===== config.mk =====
export PLATFORM = sky130hd
export DESIGN_NAME = mem_arbiter_flat
export DESIGN_NICKNAME = d
export VERILOG_FILES = /design/src/rtl/mem_arb_pkg.sv /design/src/rtl/mem_arbiter_if.sv /design/src/rtl/mem_arb_pick.sv /design/src/rtl/mem_arbiter.sv /design/src/flat_wrapper.sv
export SDC_FILE = /design/constraint.sdc
export NUM_CORES = 1
export LEC_CHECK = 0
export CAP_MARGIN = 20
export CORE_MARGIN = 3
export CORE_UTILIZATION = 33
export CTS_BUF_LIST = sky130_fd_sc_hd__clkbuf_16
export CTS_CLUSTER_DIAMETER = 80
export CTS_CLUSTER_SIZE = 20
export DETAILED_ROUTE_END_ITERATION = 7
export GPL_TIMING_DRIVEN = 0
export MAX_ROUTING_LAYER = met4
export PLACE_DENSITY = 0.87
export REMOVE_ABC_BUFFERS = 1
export SLEW_MARGIN = 25
export SYNTH_ARGS = -nofsm -noshare
export SYNTH_HDL_FRONTEND = slang
export SYNTH_HIERARCHICAL = 1
export SYNTH_SLANG_ARGS = --single-unit

===== constraint.sdc =====
create_clock -name clk -period 4.05 [get_ports clk]
set_input_delay 0.405 -clock clk [delete_from_list [all_inputs] [get_ports clk]]
set_output_delay 0.405 -clock clk [all_outputs]
set_load 0.01 [all_outputs]

===== src/rtl/mem_arb_pkg.sv =====
// rtl/mem_arb_pkg.sv - shared types and constants for the two-port memory arbiter
//
// Contents:
//   arb_state_e  arbitration FSM state (ARB_IDLE, ARB_LOCK1)
//   ARB_P0/ARB_P1  port index constants (0 = CPU bus, 1 = loader/DMA)
package mem_arb_pkg;

    typedef enum logic {
        ARB_IDLE  = 1'b0,
        ARB_LOCK1 = 1'b1
    } arb_state_e;

    localparam logic ARB_P0 = 1'b0;
    localparam logic ARB_P1 = 1'b1;

endpackage


===== src/rtl/mem_arbiter_if.sv =====
// rtl/mem_arbiter_if.sv - requester and memory-side signal bundle of the memory arbiter
//
// Signals:
//   p0_*/p1_*    requester side: req, we, addr, wdata in; gnt, rvalid, rdata out (p1_lock port 1 only)
//   mem_*        memory side: rd_enable, wr_enable, addr, wr_data out; rd_data in
// Modports:
//   slave   the arbiter
//   master  the requesters together with the memory block
interface mem_arbiter_if #(
    parameter int DATA_WIDTH = 8,
    parameter int ADDR_WIDTH = 16
);
    logic                  p0_req;
    logic                  p0_we;
    logic [ADDR_WIDTH-1:0] p0_addr;
    logic [DATA_WIDTH-1:0] p0_wdata;
    logic                  p0_gnt;
    logic                  p0_rvalid;
    logic [DATA_WIDTH-1:0] p0_rdata;

    logic                  p1_req;
    logic                  p1_we;
    logic [ADDR_WIDTH-1:0] p1_addr;
    logic [DATA_WIDTH-1:0] p1_wdata;
    logic                  p1_lock;
    logic                  p1_gnt;
    logic                  p1_rvalid;
    logic [DATA_WIDTH-1:0] p1_rdata;

    logic                  mem_rd_enable;
    logic                  mem_wr_enable;
    logic [ADDR_WIDTH-1:0] mem_addr;
    logic [DATA_WIDTH-1:0] mem_wr_data;
    logic [DATA_WIDTH-1:0] mem_rd_data;

    modport slave (
        input  p0_req, p0_we, p0_addr, p0_wdata,
        output p0_gnt, p0_rvalid, p0_rdata,
        input  p1_req, p1_we, p1_addr, p1_wdata, p1_lock,
        output p1_gnt, p1_rvalid, p1_rdata,
        output mem_rd_enable, mem_wr_enable, mem_addr, mem_wr_data,
        input  mem_rd_data
    );

    modport master (
        output p0_req, p0_we, p0_addr, p0_wdata,
        input  p0_gnt, p0_rvalid, p0_rdata,
        output p1_req, p1_we, p1_addr, p1_wdata, p1_lock,
        input  p1_gnt, p1_rvalid, p1_rdata,
        input  mem_rd_enable, mem_wr_enable, mem_addr, mem_wr_data,
        output mem_rd_data
    );

endinterface


===== src/rtl/mem_arb_pick.sv =====
// rtl/mem_arb_pick.sv - combinational 2-way grant picker
//
// Ports:
//   req   in  2  request vector, bit N = port N
//   pref  in  1  preferred port index
//   gnt   out 2  one-hot (or zero) grant; preferred port wins when requesting
module mem_arb_pick
    import mem_arb_pkg::*;
(
    input  logic [1:0] req,
    input  logic       pref,
    output logic [1:0] gnt
);

    logic other;

    assign other = ~pref;

    always_comb begin
        gnt = 2'b00;
        if (req[pref]) begin
            gnt[pref] = 1'b1;
        end else if (req[other]) begin
            gnt[other] = 1'b1;
        end
    end

endmodule


===== src/rtl/mem_arbiter.sv =====
// rtl/mem_arbiter.sv - two-requester arbiter in front of a single-port BRAM
//
// Ports:
//   clk       in  system clock, rising edge
//   reset_n   in  asynchronous active-low reset
//   bus       mem_arbiter_if.slave: requester handshakes, port-1 lock, memory mux and read return
// Build option:
//   MEM_ARB_RR_EN  defined -> round-robin preference in IDLE; undefined -> fixed p0 priority
// Port 0 normally wins; port 1 is forced through after MAX_WAIT consecutive denied cycles.
// A port-1 grant with p1_lock held enters LOCK1, where only port 1 can be granted, for at
// most MAX_LOCK cycles; the timeout cycle arbitrates as IDLE with port 0 preferred.
module mem_arbiter
    import mem_arb_pkg::*;
#(
    parameter int DATA_WIDTH = 8,
    parameter int ADDR_WIDTH = 16,
    parameter int MAX_WAIT   = 15,
    parameter int MAX_LOCK   = 64
) (
    input  logic          clk,
    input  logic          reset_n,
    mem_arbiter_if.slave  bus
);

    localparam int LOCK_W = $clog2(MAX_LOCK + 1);

    arb_state_e          state;
    arb_state_e          state_next;
    logic [7:0]          wait_cnt;
    logic [7:0]          wait_next;
    logic [LOCK_W-1:0]   lock_cnt;
    logic [LOCK_W-1:0]   lock_next;

    logic                lock_timeout;
    logic                lock_hold;
    logic                starve;
    logic                pref;
    logic [1:0]          req_vec;
    logic [1:0]          gnt;
    logic                p0_rvalid_q;
    logic                p1_rvalid_q;

    logic                  mem_en;
    logic                  mem_we;
    logic [ADDR_WIDTH-1:0] mem_a;
    logic [DATA_WIDTH-1:0] mem_d;

`ifdef MEM_ARB_RR_EN
    logic rr_ptr;
`endif

    assign lock_timeout = (state == ARB_LOCK1) && (lock_cnt >= LOCK_W'(MAX_LOCK));
    // While the lock holds, port 0 is masked out entirely rather than merely deprioritised.
    assign lock_hold    = (state == ARB_LOCK1) && bus.p1_lock && !lock_timeout;
    assign starve       = (wait_cnt >= 8'(MAX_WAIT));

    always_comb begin
        pref = ARB_P0;
        if (lock_hold) begin
            pref = ARB_P1;
        end else if (lock_timeout) begin
            pref = ARB_P0;
        end else if (starve) begin
            pref = ARB_P1;
        end else begin
`ifdef MEM_ARB_RR_EN
            pref = rr_ptr;
`else
            pref = ARB_P0;
`endif
        end
    end

    // Reset gates the requests so grants and memory enables drop immediately.
    assign req_vec = {bus.p1_req, bus.p0_req & ~lock_hold} & {2{reset_n}};

    mem_arb_pick u_pick (
        .req  (req_vec),
        .pref (pref),
        .gnt  (gnt)
    );

    always_comb begin
        state_next = state;
        wait_next  = wait_cnt;
        lock_next  = '0;
        case (state)
            ARB_IDLE: begin
                if (gnt[1] && bus.p1_lock) begin
                    state_next = ARB_LOCK1;
                end
            end
            ARB_LOCK1: begin
                // Lock release or timeout returns to IDLE; re-entry needs a fresh IDLE cycle.
                if (!lock_hold) begin
                    state_next = ARB_IDLE;
                end
            end
            default: state_next = ARB_IDLE;
        endcase
        if ((state == ARB_LOCK1) && (state_next == ARB_LOCK1)) begin
            lock_next = lock_cnt + LOCK_W'(1);
        end
        if (gnt[1] || !bus.p1_req) begin
            wait_next = '0;
        end else if (!starve) begin
            wait_next = wait_cnt + 8'd1;
        end
    end

    always_ff @(posedge clk or negedge reset_n) begin
        if (!reset_n) begin
            state       <= ARB_IDLE;
            wait_cnt    <= '0;
            lock_cnt    <= '0;
            p0_rvalid_q <= 1'b0;
            p1_rvalid_q <= 1'b0;
        end else begin
            state       <= state_next;
            wait_cnt    <= wait_next;
            lock_cnt    <= lock_next;
            p0_rvalid_q <= gnt[0] & ~bus.p0_we;
            p1_rvalid_q <= gnt[1] & ~bus.p1_we;
        end
    end

`ifdef MEM_ARB_RR_EN
    // Pointer moves past whichever port won an IDLE-style arbitration.
    always_ff @(posedge clk or negedge reset_n) begin
        if (!reset_n) begin
            rr_ptr <= ARB_P0;
        end else if (!lock_hold && (gnt != 2'b00)) begin
            rr_ptr <= gnt[0] ? ARB_P1 : ARB_P0;
        end
    end
`endif

    always_comb begin
        mem_en = 1'b0;
        mem_we = 1'b0;
        mem_a  = '0;
        mem_d  = '0;
        if (gnt[0]) begin
            mem_en = 1'b1;
            mem_we = bus.p0_we;
            mem_a  = bus.p0_addr;
            mem_d  = bus.p0_wdata;
        end else if (gnt[1]) begin
            mem_en = 1'b1;
            mem_we = bus.p1_we;
            mem_a  = bus.p1_addr;
            mem_d  = bus.p1_wdata;
        end
    end

    assign bus.mem_rd_enable = mem_en;
    assign bus.mem_wr_enable = mem_we;
    assign bus.mem_addr      = mem_a;
    assign bus.mem_wr_data   = mem_d;

    assign bus.p0_gnt    = gnt[0];
    assign bus.p1_gnt    = gnt[1];
    assign bus.p0_rvalid = p0_rvalid_q;
    assign bus.p1_rvalid = p1_rvalid_q;
    assign bus.p0_rdata  = bus.mem_rd_data;
    assign bus.p1_rdata  = bus.mem_rd_data;

endmodule


===== src/flat_wrapper.sv =====
// flat-port wrapper written by rule: the top's interface ports become plain ports
module mem_arbiter_flat import mem_arb_pkg::*;
#(
    parameter int DATA_WIDTH = 8,
    parameter int ADDR_WIDTH = 16,
    parameter int MAX_WAIT   = 15,
    parameter int MAX_LOCK   = 64
)
  (clk, reset_n, bus_p0_req, bus_p0_we, bus_p0_addr, bus_p0_wdata, bus_p0_gnt, bus_p0_rvalid, bus_p0_rdata, bus_p1_req, bus_p1_we, bus_p1_addr, bus_p1_wdata, bus_p1_lock, bus_p1_gnt, bus_p1_rvalid, bus_p1_rdata, bus_mem_rd_enable, bus_mem_wr_enable, bus_mem_addr, bus_mem_wr_data, bus_mem_rd_data);
  mem_arbiter_if #(.DATA_WIDTH(DATA_WIDTH), .ADDR_WIDTH(ADDR_WIDTH)) bus_i ();
  input  logic clk;
  input  logic reset_n;
  input wire logic [$bits(bus_i.p0_req)-1:0] bus_p0_req;
  input wire logic [$bits(bus_i.p0_we)-1:0] bus_p0_we;
  input wire logic [$bits(bus_i.p0_addr)-1:0] bus_p0_addr;
  input wire logic [$bits(bus_i.p0_wdata)-1:0] bus_p0_wdata;
  output wire logic [$bits(bus_i.p0_gnt)-1:0] bus_p0_gnt;
  output wire logic [$bits(bus_i.p0_rvalid)-1:0] bus_p0_rvalid;
  output wire logic [$bits(bus_i.p0_rdata)-1:0] bus_p0_rdata;
  input wire logic [$bits(bus_i.p1_req)-1:0] bus_p1_req;
  input wire logic [$bits(bus_i.p1_we)-1:0] bus_p1_we;
  input wire logic [$bits(bus_i.p1_addr)-1:0] bus_p1_addr;
  input wire logic [$bits(bus_i.p1_wdata)-1:0] bus_p1_wdata;
  input wire logic [$bits(bus_i.p1_lock)-1:0] bus_p1_lock;
  output wire logic [$bits(bus_i.p1_gnt)-1:0] bus_p1_gnt;
  output wire logic [$bits(bus_i.p1_rvalid)-1:0] bus_p1_rvalid;
  output wire logic [$bits(bus_i.p1_rdata)-1:0] bus_p1_rdata;
  output wire logic [$bits(bus_i.mem_rd_enable)-1:0] bus_mem_rd_enable;
  output wire logic [$bits(bus_i.mem_wr_enable)-1:0] bus_mem_wr_enable;
  output wire logic [$bits(bus_i.mem_addr)-1:0] bus_mem_addr;
  output wire logic [$bits(bus_i.mem_wr_data)-1:0] bus_mem_wr_data;
  input wire logic [$bits(bus_i.mem_rd_data)-1:0] bus_mem_rd_data;
  assign bus_i.p0_req = bus_p0_req;
  assign bus_i.p0_we = bus_p0_we;
  assign bus_i.p0_addr = bus_p0_addr;
  assign bus_i.p0_wdata = bus_p0_wdata;
  assign bus_p0_gnt = bus_i.p0_gnt;
  assign bus_p0_rvalid = bus_i.p0_rvalid;
  assign bus_p0_rdata = bus_i.p0_rdata;
  assign bus_i.p1_req = bus_p1_req;
  assign bus_i.p1_we = bus_p1_we;
  assign bus_i.p1_addr = bus_p1_addr;
  assign bus_i.p1_wdata = bus_p1_wdata;
  assign bus_i.p1_lock = bus_p1_lock;
  assign bus_p1_gnt = bus_i.p1_gnt;
  assign bus_p1_rvalid = bus_i.p1_rvalid;
  assign bus_p1_rdata = bus_i.p1_rdata;
  assign bus_mem_rd_enable = bus_i.mem_rd_enable;
  assign bus_mem_wr_enable = bus_i.mem_wr_enable;
  assign bus_mem_addr = bus_i.mem_addr;
  assign bus_mem_wr_data = bus_i.mem_wr_data;
  assign bus_i.mem_rd_data = bus_mem_rd_data;
  mem_arbiter #(.DATA_WIDTH(DATA_WIDTH), .ADDR_WIDTH(ADDR_WIDTH), .MAX_WAIT(MAX_WAIT), .MAX_LOCK(MAX_LOCK)) u_core (.clk(clk), .reset_n(reset_n), .bus(bus_i));
endmodule

# After elaboration in Yosys (flattened, before gate mapping)
# Cells that the tools add are included.
word_totals:
  elab_cells: 60
  ff_bits: 18
  inputBits: 63
classes:
  n_reduce_logical: 10
  addsub: 2
  bitwise_logic: 9
  eq_ne: 1
  order_cmp: 6
  mux: 27
ops:
  columns: ["cell", "n"]
  rows:
  - ["2-to-1 mux 16 bit", 2]
  - ["2-to-1 mux 8 bit", 4]
  - ["2-to-1 mux 1 bit", 15]
  - ["adder 8 x 1 -> 8 bit (second input constant)", 1]
  - ["greater-or-equal comparator 8 x 4 -> 1 bit (second input constant)", 1]
  - ["adder 7 x 1 -> 7 bit (second input constant)", 1]
  - ["greater-or-equal comparator 7 bit (second input constant)", 1]
  - ["logical AND 1 bit", 7]
  - ["2-to-1 mux 7 bit", 1]
  - ["NOT 1 bit", 5]
  - ["< comparator 1 x 2 -> 1 bit (second input constant)", 2]
  - ["2-to-1 mux 2 bit", 2]
  - ["AND 1 bit", 3]
  - ["AND 2 bit", 1]
  - ["demux 1 bit (select 1 bit)", 2]
  - ["greater-or-equal comparator 1 bit (second input constant)", 2]
  - ["logical NOT 1 bit", 2]
  - ["!= test 2 bit (second input constant)", 1]
  - ["one-hot mux 1 bit (2 select lines)", 1]
  - ["logical OR 1 bit", 1]

# Depth between registers and ports, before layout
logic_depth:
  ltp_word: 17
  mapped_depth: 10

# Hierarchy
# The synthesis kept the hierarchy.
modules_own_cells:
  columns: ["mod", "instances", "cells_per_inst", "seq_area_each_um2", "area_each_um2"]
  rows:
  - ["mem_arbiter", 1, 119, 450.4, 1139.8]
  - ["mem_arb_pick", 1, 3, 0.0, 18.8]

# Worst setup path after synthesis
# No wires, ideal clock.
synth_path:
  kind: "register -> output"
  startpoint: "register u_core.wait_cnt[5]"
  endpoint: "output bus_mem_addr[0]"
  n_path_buf: 2
  path_slack_ns: 1.343
  arrival_ns: 2.302
  required_ns: 3.645
  path_stages_with_launch: 8
  path_cell_list: "dfrtp_1 -> or4_4 -> a211oi_1 -> a21oi_1 -> a21boi_1 -> clkbuf_1 -> clkbuf_1 -> a22o_1"
synth_via:
  elab_cells_between_ends: 23
  cone_classes: "5 x order compare; 15 x mux; 1 x bitwise; 2 x reduce/logical"
synth_lines:
  columns: ["item", "line_no", "rtl"]
  rows:
  - ["start, declared", "mem_arbiter.sv:29", "logic [7:0] wait_cnt;"]
  - ["start signal, assigned", "mem_arbiter.sv:120", "wait_cnt <= wait_next;"]
  - ["greater-or-equal comparator 8 x 4 -> 1 bit *", "mem_arbiter.sv:55", "assign starve = (wait_cnt >= 8'(MAX_WAIT));"]
  - ["2-to-1 mux 1 bit *", "mem_arbiter.sv:63", "end else if (starve) begin"]
  - ["2-to-1 mux 1 bit *", "mem_arbiter.sv:61", "end else if (lock_timeout) begin"]
  - ["2-to-1 mux 1 bit *", "mem_arbiter.sv:59", "if (lock_hold) begin"]
  - ["via u_core.pref", "mem_arbiter.sv:37", "logic pref;"]
  - ["NOT 1 bit", "mem_arb_pick.sv:17", "assign other = ~pref;"]
  - ["< comparator 1 x 2 -> 1 bit (not written as such) / greater-or-equal comparator 1 bit (equally long branches)", "mem_arb_pick.sv:24", "gnt[other] = 1'b1;"]
  - ["logical AND 1 bit (not written as such)", "mem_arb_pick.sv:24", null]
  - ["2-to-1 mux 1 bit (not written as such)", "mem_arb_pick.sv:24", null]
  - ["demux 1 bit (select 1 bit)", "mem_arb_pick.sv:24", null]
  - ["2-to-1 mux 2 bit", "mem_arb_pick.sv:23", "end else if (req[other]) begin"]
  - ["2-to-1 mux 2 bit *", "mem_arb_pick.sv:21", "if (req[pref]) begin"]
  - ["via bus_p0_gnt", "flat_wrapper.sv:17", "output wire logic [$bits(bus_i.p0_gnt)-1:0] bus_p0_gnt;"]
  - ["2-to-1 mux 16 bit *", "mem_arbiter.sv:143", "if (gnt[0]) begin"]
  - ["end, declared", "flat_wrapper.sv:30", "output wire logic [$bits(bus_i.mem_addr)-1:0] bus_mem_addr;"]
# Mark *: on every way through the listed nets, which the timed path passes. The rest lies on a longest branch. The select of a mux whose other input is x is not followed.

# Final worst setup path
layout_path:
  startpoint: "register u_core.wait_cnt[0]"
  endpoint: "output bus_mem_addr[13]"
layout_via:
  elab_chain_len: 13
  elab_cells_between_ends: 23
  cone_classes: "5 x order compare; 15 x mux; 1 x bitwise; 2 x reduce/logical"
layout_rtl:
  columns: ["item", "line_no", "rtl"]
  rows:
  - ["greater-or-equal comparator 8 x 4 -> 1 bit *", "mem_arbiter.sv:55", null]
  - ["2-to-1 mux 1 bit *", "mem_arbiter.sv:63", null]
  - ["2-to-1 mux 1 bit *", "mem_arbiter.sv:61", null]
  - ["2-to-1 mux 1 bit *", "mem_arbiter.sv:59", null]
  - ["via u_core.pref", "mem_arbiter.sv:37", null]
  - ["NOT 1 bit", "mem_arb_pick.sv:17", null]
  - ["< comparator 1 x 2 -> 1 bit (not written as such) / greater-or-equal comparator 1 bit (equally long branches)", "mem_arb_pick.sv:24", null]
  - ["logical AND 1 bit (not written as such)", "mem_arb_pick.sv:24", null]
  - ["2-to-1 mux 1 bit (not written as such)", "mem_arb_pick.sv:24", null]
  - ["demux 1 bit (select 1 bit)", "mem_arb_pick.sv:24", null]
  - ["2-to-1 mux 2 bit", "mem_arb_pick.sv:23", null]
  - ["2-to-1 mux 2 bit *", "mem_arb_pick.sv:21", null]
  - ["2-to-1 mux 16 bit", "mem_arbiter.sv:148", "end else if (gnt[1]) begin"]
  - ["2-to-1 mux 16 bit *", "mem_arbiter.sv:143", null]
# Marks and branches as above.

==> metrics.md <==
| Metric | Value |
|---|---|
| Htree depth | 1 |
| Final Critical Period | 3.68 ns |
| Async SR Flop Fraction | 100% |
| WP buf/inv | 3 |
| HPWL after DPL | 3360 um |
| Worst Skew | 0.00518 ns |
| DP Area | between 0.0015 and 0.002 mm^2 |
| Routed Antenna Nets | 0 |
| Count of input and output buffers | 84 |
| Setup-failing EPs final | 0 |
| Vias per inst | 5.20 |
| Max-slew violation count | 0 |
| HP Class | in2async |
| Hold buffer count at CTS | 0 |
| Sequential share of the synthesized area | about two fifths |
| First-pass GRT wire length | 6290 um |
| WL final | 3980 um |
| CP peak stage delay | roughly 0.56 ns |
| Kind of critical path | reg2out |
| Nets | 255 |
| Commonest cells after routing, fill and taps aside | clkdlybuf4s50_1, a22o_1, dfrtp_1, a21oi_1 |
| DR DRC count | 0 |
| Critical Path Fanout Max | 16 |
| Synth-to-Final Area Change | 74.4% |
| Clk sinks | 18 |
| Die W | ~65 um |
| Diode count | 0 |
| Synth Cell Area | 0.00116 mm^2 |
| Clk_lat worst skew | 0.25 ns |
| Dpl ws | -0.0423 ns |
| Slowest-stage cell, CP | clkdlybuf4s50_1 |
| Core Footprint | about 0.0032 mm^2 |
| Reg2Reg Setup Slack | 1.81 ns |
| Via Count | 1212 |
| Clock root buffer | clkbuf_16 |
| Die area | 0.00426 mm^2 |
| DRT Pass-1 Iters | 4 |
| Die height | 65.3 um |
| Prevailing post-synth register cell | dfrtp_1 |
| Ys Warns | 6 |
| Num CTS Buffers | 3 |
| Slew headroom | 45.9% |
| Finished Core Util | 63.1% |
| RR Startpoint | u_core/wait_cnt[0] |
| TritonCTS clock tree | built |
| RSZ-0062 raised after global routing | false |
| Peak supply drop | 0.143 mV |
| Synth cell types | 30 |
| CP cell instances | ha_1 -> and3_1 -> a211oi_1 -> a21oi_1 -> inv_1 -> a21boi_1 -> nor2b_4 -> buf_6 -> a22o_1 -> clkdlybuf4s50_1 |
| Final instance area | 0.00202 mm^2 |
| Post-synthesis area per instance | 9.50 um^2 |
| Final Worst Setup Slack | approximately 0.37 ns |
| Max-Cap Viols | 0 |
| Crit end category | output port |
| Period utilization | 90.8% |
| Hold Fails Final Rpt | 0 |
| Largest net degree at the start of global routing | 31 |
| Most common cell after layout, fill and taps aside | clkdlybuf4s50_1 |
| I/O Pins | 109 |
| Gpl congestion | just over 0.8 |
| Worst R2R Path Depth | 8 |
| Status | completed |
| Proportion of layout cells with a drive suffix above 1 | 4.76% |
| Seq cells post-synth | 18 |
| Crit path DAT | 3.27 ns |
| Clk slew on worst S/H paths | around 0.050 ns |
| Post-synth EDFFs | 0 |
| GRT overflow | 0 |
| Vias in the first global route | 1316 |
| Power Dens Cells | 264 mW/mm^2 |
| RR Endpoint | u_core/wait_cnt[5] |
| Drt initial violations | 42 |
| GRT Overall Usage | 19.8% |
| Crit start category | flop |
| Worst Path Required | around 3.6 ns |
| Avg WL per Cell | about 17 um |
| Initial antenna violation count | 0 |
| Starting density of the core | 36.2% |
| Leak | 0.841 nW |
| Final Hold Slack | 0.330 ns |
| Synth Instances | 122 |
| Setup_tns | 0 ns |
| Clock buffer depth | 2 |
| Fmax | about 270 MHz |
| Largest delay contributor family on the critical path | compound AO/OA/AOI/OAI gates |
| Worst slew pin tran | between 0.8 and 0.9 ns |
| Core Rows | 20 |
==> final cells by class <==
| type | count | area, um^2 |
|---|---|---|
| fillers | 265 | 1180 |
| multi-input cells | 80 | 577 |
| repair buffers | 85 | 852 |
| clock inverters | 1 | 3.75 |
| well taps | 44 | 55.1 |
| inverters | 2 | 7.51 |
| clock buffers | 3 | 75.1 |
| flip-flops and latches | 18 | 450 |
==> cell families (layout without fill, tap and decap cells) <==
logic type | count (synthesis) | after routing | share of synthesized area (%)
flip-flops | 18 | 18 | 38.9
AND/OR/NAND/NOR | 36 | 36 | 17.8
adder cells (fa/ha/maj) | 2 | 2 | 2.16
AO/OA/AOI/OAI | 39 | 39 | 25.9
XOR/XNOR | 3 | 3 | 2.27
buffers and inverters | 24 | 91 | 13.0
==> sequential cells by signal, summed over array words and instances, names as in the netlist <==
register              count
u_core/wait_cnt           8
u_core/bus.p1_rvalid      1
u_core/lock_cnt           7
u_core/bus.p0_rvalid      1
u_core/state              1
==> cells in the mapped netlist (3+ instances only) <==
library cell,n,area [um^2]
dfrtp_1,18,450
buf_4,16,120
nand3_1,3,15.0
nor2_1,5,18.8
or3_1,3,18.8
clkbuf_1,5,18.8
nor2b_1,4,25.0
nand2_1,5,18.8
and2_1,4,25.0
a22o_1,24,210
o21ai_0,4,20.0
a21oi_1,6,30.0
==> layer usage <==
metal | up-vias | global-route usage (%) | routed length (um)
met3 | 6 | 6.15 | 349
met1 | 558 | 20.7 | 1400
met4 | 0 | 8.55 | 83
met5 | - | - | 0
met2 | 79 | 34.5 | 2150
li1 | 569 | - | -
==> metrics by stage <==
| stage | std cells | power [mW] |
|---|---|---|
| floorplan | 100 | 0.236 |
| global placement | 228 | 0.336 |
| detailed placement | 229 | 0.342 |
| CTS | 233 | 0.536 |
| global route | 233 | 0.557 |
| finish | 233 | 0.533 |
==> repair_timing <==
item	4_1_cts	5_1_grt
pin swaps	0	0
buffers inserted	0	0
gates resized for setup	1	2
setup endpoints to repair	10	8
==> report_power, final <==
part           internal, mW  total [mW]  switching, mW
Combinational        0.0991       0.153         0.0535
Clock                 0.131       0.193         0.0617
Sequential            0.184       0.187        0.00325
==> how the worst max path moves through the flow <==
stage                       start                 to  slack [ns]  cells after the start
2_1_floorplan  u_core/wait_cnt[5]  bus_mem_wr_enable        0.34                      6
3_3_place_gp              reset_n  bus_mem_wr_enable       -1.24                      6
3_5_place_dp              reset_n   bus_mem_addr[13]       -0.04                      7
4_1_cts                   reset_n   bus_mem_addr[13]        0.23                      7
5_1_grt        u_core/wait_cnt[0]   bus_mem_addr[13]        0.12                     10
6_report       u_core/wait_cnt[0]   bus_mem_addr[13]        0.37                     10
Note: power is estimated with default switching activity, not from simulation.
